==> config.mk <==
export PLATFORM = sky130hd
export DESIGN_NAME = rf_wb_arbiter
export DESIGN_NICKNAME = d
export VERILOG_FILES = /design/src/rtl/rf_sched_pkg.sv /design/src/rtl/wb_fifo.sv /design/src/rtl/rf_wb_arbiter.sv
export SDC_FILE = /design/constraint.sdc
export NUM_CORES = 1
export LEC_CHECK = 0
export ABC_CLOCK_PERIOD_IN_PS = 8590
export CELL_PAD_IN_SITES_DETAIL_PLACEMENT = 1
export CELL_PAD_IN_SITES_GLOBAL_PLACEMENT = 1
export CORE_ASPECT_RATIO = 0.9
export CORE_MARGIN = 5
export CORE_UTILIZATION = 45
export DETAILED_ROUTE_END_ITERATION = 16
export DONT_BUFFER_PORTS = 1
export PLACE_DENSITY = 0.81
export SYNTH_ARGS = -nofsm -noshare
export SYNTH_HDL_FRONTEND = slang
export SYNTH_SLANG_ARGS = --single-unit
==> constraint.sdc <==
create_clock -name clk -period 8.59 [get_ports clk]
set_clock_uncertainty 0.2 [all_clocks]
set_input_delay 1.2885 -clock clk [delete_from_list [all_inputs] [get_ports clk]]
set_output_delay 1.2885 -clock clk [all_outputs]
set_load 0.05 [all_outputs]
==> src/rtl/rf_sched_pkg.sv <==
// Shared types for the register-file write-port scheduler: register/data widths
// and the buffered writeback entry.
package rf_sched_pkg;

  localparam int DW = 32;
  localparam int AW = 5;

  typedef struct packed {
    logic [AW-1:0] addr;
    logic [DW-1:0] data;
  } wb_entry_t;

  function automatic logic is_r0(input logic [AW-1:0] addr);
    return addr == '0;
  endfunction

endpackage

==> src/rtl/wb_fifo.sv <==
// Small in-order FIFO of pending writeback entries, with an occupancy counter and a
// parallel destination-address match across every valid entry.
module wb_fifo
  import rf_sched_pkg::*;
#(
  parameter int DEPTH = 2
) (
  input  logic                     clk,
  input  logic                     rst_ni,
  input  logic                     push_i,
  input  wb_entry_t                push_entry_i,
  input  logic                     pop_i,
  output wb_entry_t                head_o,
  output logic                     empty_o,
  output logic                     full_o,
  output logic [$clog2(DEPTH):0]   count_o,
  input  logic [AW-1:0]            match_addr_i,
  output logic                     match_o
);

  localparam int PW = $clog2(DEPTH);
  localparam int CW = PW + 1;

  wb_entry_t       mem_q [DEPTH];
  logic [PW:0]     rd_ptr_q, wr_ptr_q;
  logic [CW-1:0]   count_q;
  logic [PW-1:0]   idx;

  // Pointers carry a wrap bit so equal indices distinguish full from empty.
  assign empty_o = (rd_ptr_q == wr_ptr_q);
  assign full_o  = (rd_ptr_q[PW] != wr_ptr_q[PW]) &&
                   (rd_ptr_q[PW-1:0] == wr_ptr_q[PW-1:0]);
  assign head_o  = mem_q[rd_ptr_q[PW-1:0]];
  assign count_o = count_q;

  always_ff @(posedge clk) begin
    if (!rst_ni) begin
      rd_ptr_q <= '0;
      wr_ptr_q <= '0;
      count_q  <= '0;
    end else begin
      if (push_i) wr_ptr_q <= wr_ptr_q + (PW+1)'(1);
      if (pop_i)  rd_ptr_q <= rd_ptr_q + (PW+1)'(1);
      count_q <= count_q + CW'(push_i) - CW'(pop_i);
    end
  end

  always_ff @(posedge clk) begin
    if (push_i) mem_q[wr_ptr_q[PW-1:0]] <= push_entry_i;
  end

  always_comb begin
    match_o = 1'b0;
    idx     = '0;
    for (int k = 0; k < DEPTH; k++) begin
      idx = rd_ptr_q[PW-1:0] + PW'(k);
      if ((CW'(k) < count_q) && (mem_q[idx].addr == match_addr_i)) match_o = 1'b1;
    end
  end

endmodule

==> src/rtl/rf_wb_arbiter.sv <==
// Arbitrates the single register-file write port between pipeline writeback and
// buffered long-unit results, forcing a drain when the buffer has waited too long.
module rf_wb_arbiter
  import rf_sched_pkg::*;
#(
  parameter int DEPTH        = 2,
  parameter int STARVE_LIMIT = 4
) (
  input  logic                   clk,
  input  logic                   reset_n,
  input  logic                   pipe_wb_valid,
  input  logic [AW-1:0]          pipe_wb_addr,
  input  logic [DW-1:0]          pipe_wb_data,
  output logic                   pipe_stall,
  input  logic                   lu_valid,
  output logic                   lu_ready,
  input  logic [AW-1:0]          lu_addr,
  input  logic [DW-1:0]          lu_data,
  output logic                   rf_we,
  output logic [AW-1:0]          rf_waddr,
  output logic [DW-1:0]          rf_wdata,
  input  logic [AW-1:0]          chk_addr,
  output logic                   chk_pending,
  output logic [$clog2(DEPTH):0] fifo_count
);

  localparam int SW = $clog2(STARVE_LIMIT + 1);
  localparam logic [SW-1:0] LIMIT = SW'(STARVE_LIMIT);

  logic [SW-1:0] starve_q, starve_d;
  wb_entry_t     head, lu_entry;
  logic          empty, full, push, pop, match;
  logic          pipe_req, stall_raw, pipe_grant;

  assign pipe_req  = pipe_wb_valid && !is_r0(pipe_wb_addr);
  assign stall_raw = (starve_q == LIMIT) && !empty;
  // No pass-through: a pop in the same cycle never frees a slot for the push.
  assign lu_ready  = reset_n && !full;
  assign push      = lu_valid && lu_ready && !is_r0(lu_addr);
  assign lu_entry  = '{addr: lu_addr, data: lu_data};

  assign pipe_stall  = reset_n && stall_raw;
  assign chk_pending = reset_n && !is_r0(chk_addr) && match;

  wb_fifo #(.DEPTH(DEPTH)) u_fifo (
    .clk          (clk),
    .rst_ni       (reset_n),
    .push_i       (push),
    .push_entry_i (lu_entry),
    .pop_i        (pop),
    .head_o       (head),
    .empty_o      (empty),
    .full_o       (full),
    .count_o      (fifo_count),
    .match_addr_i (chk_addr),
    .match_o      (match)
  );

  always_comb begin
    pop        = 1'b0;
    pipe_grant = 1'b0;
    rf_we      = 1'b0;
    rf_waddr   = head.addr;
    rf_wdata   = head.data;
    if (reset_n) begin
      if (stall_raw) begin
        pop   = 1'b1;
        rf_we = 1'b1;
      end else if (pipe_req) begin
        pipe_grant = 1'b1;
        rf_we      = 1'b1;
        rf_waddr   = pipe_wb_addr;
        rf_wdata   = pipe_wb_data;
      end else if (!empty) begin
        pop   = 1'b1;
        rf_we = 1'b1;
      end
    end
  end

  always_comb begin
    starve_d = starve_q;
    if (pop || empty)                         starve_d = '0;
    else if (pipe_grant && starve_q != LIMIT) starve_d = starve_q + SW'(1);
  end

  always_ff @(posedge clk) begin
    if (!reset_n) starve_q <= '0;
    else          starve_q <= starve_d;
  end

endmodule
==> results_dict.tcl <==
set metrics [dict create \
    synth_xor_area_share_pct 4.01 \
    ant_nets 0 \
    grt_max_degree 60 \
    worstReg2RegStart "u_fifo.rd_ptr_q[0]" \
    cts_hold_buf 0 \
    hold_viol 0 \
    worstSetupPathType "in2out" \
    final.hold.worst_slack_ns 0.252 \
    clk_latency_ns 0.35 \
    die_w_um 108 \
    final_common_cell "edfxtp_1" \
    reg2reg_to "u_fifo.mem_q[1][21]" \
    overflow 0 \
    fp.coreArea_mm2 0.00853 \
    whs_path_depth 1 \
    synth_fp_nets 368 \
    cpMaxStageDelayCell "buf_4" \
    crit_buf_inv 1 \
    cp.arrival_ns 3.79 \
    met1_usage_pct 14.5 \
    worst_slew_pin_slew_ns 1.07 \
    muxShareOfSynthArea_pct 11.0 \
    via_count 2110 \
    slowest_delay_ns 0.70 \
    portBuffers 0 \
    met2_usage_pct 25.3 \
    fp.dieArea_mm2 0.0107 \
    worstHoldStart "starve_q[0]" \
    crit_path_end_kind "primary output" \
    min_path_type "reg2reg" \
    synth_warnings 0 \
    grt_pass1_wl_um 11300 \
    grt_use_met3_pct 6.35 \
    synth_top_family_by_area "multiplexers" \
    cts_setup_buffers 0 \
    grt_setup_unrepaired "no" \
    cts_num_sinks 84 \
    timing.final.crit_share_pct 61.5 \
    yosys.area_share.simple_pct 8.60 \
    cts_max_level 3 \
    syn_inst 281 \
    synth.distinct_cells 26 \
    clockBufferDepth 2 \
    diodes 0 \
    syn_avg_cell_area_um2 14.0 \
    synthAdderAreaFrac_pct 1.27 \
    gp_congestion 0.740 \
    cts_made_buffers 9 \
    setup_violations 0 \
    irDropWorstVdd_uv 116 \
    fin_setup_tns_ns 0 \
    cp_cell_sequence "or4_4 > o21ai_2 > a311o_2 > buf_4 > nor2_1 > a21oi_2" \
    top_usage_layer "met2" \
    std_cell_rows 32 \
    leakage_nw 1.29 \
    maxCapViolCount 0 \
    grt_use_total_pct 14.0 \
    r2r_cells 4 \
    grt_pass1_vias 2217 \
    post_drt_wl_per_cell_um 18.1 \
    drt_iter0_markers 54 \
    worst-path-stages 6 \
    synth_compound_area_share_pct 9.90 \
    root_buffer "clkbuf_8" \
    synth_area_mm2 0.00393 \
    power_mw 1.04 \
    start_kind "input port" \
    maxSlewViolCount 0 \
    antenna_found_initial 0 \
    status "finished clean" \
    detail_route.first_pass.iterations 4 \
    design.portCount 126 \
    period_needed_ns 5.28 \
    crit_family "compound AO/OA/AOI/OAI gates" \
    fillers 865 \
    ys_ff_latch 84 \
    yosysSeqAreaShare_pct 61.7 \
    cellPowerDensity_mw_per_mm2 250 \
    clk_pin_slew_ns 0.08 \
    final_cell_mix "edfxtp_1, mux2i_1, a21oi_2" \
    slew_headroom_pct 28.8 \
    dp_slack_ns 3.28 \
    drive_gt1_share_pct 29.9 \
    cts_tree "yes" \
    die_h_um 98.6 \
    fin_ws_ns 3.31 \
    drc_errors 0 \
    cts.repair.resized 0 \
    whs_endpoint "starve_q[0]" \
    area_growth_pct 6.37 \
    fmax_ghz 0.189 \
    r2r_slack_ns 5.89 \
    detail_route.vias_per_cell 5.18 \
    initial_utilization_pct 46.1 \
    crit_required_ns 7.10 \
    dp_hpwl_um 5580 \
    finalWirelength_um 7380 \
    layout.nets 370 \
    crit_fanout 59 \
]
==> state kept, by name, summed over array words and instances, names as in the netlist, named ones only <==
register,flops
starve_q,3
u_fifo.count_o,2
u_fifo.mem_q,74
u_fifo.rd_ptr_q,2
u_fifo.wr_ptr_q,2
==> area by class of cell <==
type                    instances  area [µm²]  share of cell area, %
repair buffers                  4        30.0                  0.719
clock inverters                 7        51.3                   1.23
inverters                       8        30.0                  0.719
multi-input cells             176        1370                   32.8
clock buffers                   9         124                   2.96
flip-flops and latches         84        2420                   58.0
well taps                     119         149                   3.56
==> synth_stat cells <==
cell type | instances | area share (%)
clkbuf_1 | 3 | 0.29
a21oi_1 | 3 | 0.38
xor2_1 | 6 | 1.3
inv_1 | 8 | 0.76
a21oi_2 | 37 | 8.2
buf_2 | 2 | 0.25
edfxtp_1 | 74 | 57
or4_1 | 2 | 0.38
nor3_1 | 1 | 0.13
o21ai_2 | 1 | 0.22
xnor2_1 | 12 | 2.7
dfxtp_1 | 10 | 5.1
nor2_2 | 23 | 3.7
a311o_2 | 1 | 0.29
or4_4 | 1 | 0.29
and2_1 | 2 | 0.32
o211ai_1 | 2 | 0.38
nor4_1 | 2 | 0.32
nand2b_4 | 1 | 0.35
nor2_1 | 25 | 2.4
mux2i_1 | 43 | 11
buf_6 | 8 | 2.3
ha_1 | 4 | 1.3
nand2_1 | 4 | 0.38
o21ai_0 | 3 | 0.38
nand3_1 | 3 | 0.38
==> logic make-up after synthesis <==
family | Yosys count
buffers and inverters | 21
adder cells (fa/ha/maj) | 4
XOR/XNOR | 18
multiplexers | 43
AND/OR/NAND/NOR | 64
flip-flops | 84
AO/OA/AOI/OAI | 47
==> worst max path at each step <==
stage | from | end | slack, ns
2_1_floorplan | reset_n | u_fifo.mem_q[0][0] | 3.90
3_3_place_gp | pipe_wb_addr[3] | rf_wdata[12] | 3.37
3_5_place_dp | pipe_wb_addr[3] | rf_wdata[31] | 3.28
4_1_cts | pipe_wb_addr[3] | rf_wdata[31] | 3.28
5_1_grt | pipe_wb_addr[3] | rf_wdata[12] | 3.12
6_report | pipe_wb_addr[3] | rf_wdata[31] | 3.31
==> where the power goes <==
group / switching (mW) / internal (mW)
combinational: 0.213 / 0.0815
clock: 0.139 / 0.106
sequential: 0.0327 / 0.472
total: 0.385 / 0.659
==> routing by layer <==
layer  wire, µm  vias up  share of wire (%)
met5          0        -                  0
met4         56        0               0.76
met1       2730     1017                 37
li1           -     1022                  -
met2       3960       66                 54
met3        627        5                8.5
==> per-stage QoR <==
step	instance area (µm²)	instances	utilization (%)
after CTS	4180	407	49.0
after global placement	4000	391	46.9
after detailed placement	4000	391	46.9
after global routing	4180	407	49.0
final	4180	407	49.0
after floorplan	3930	281	-
Power figures use the tool's default switching activity.
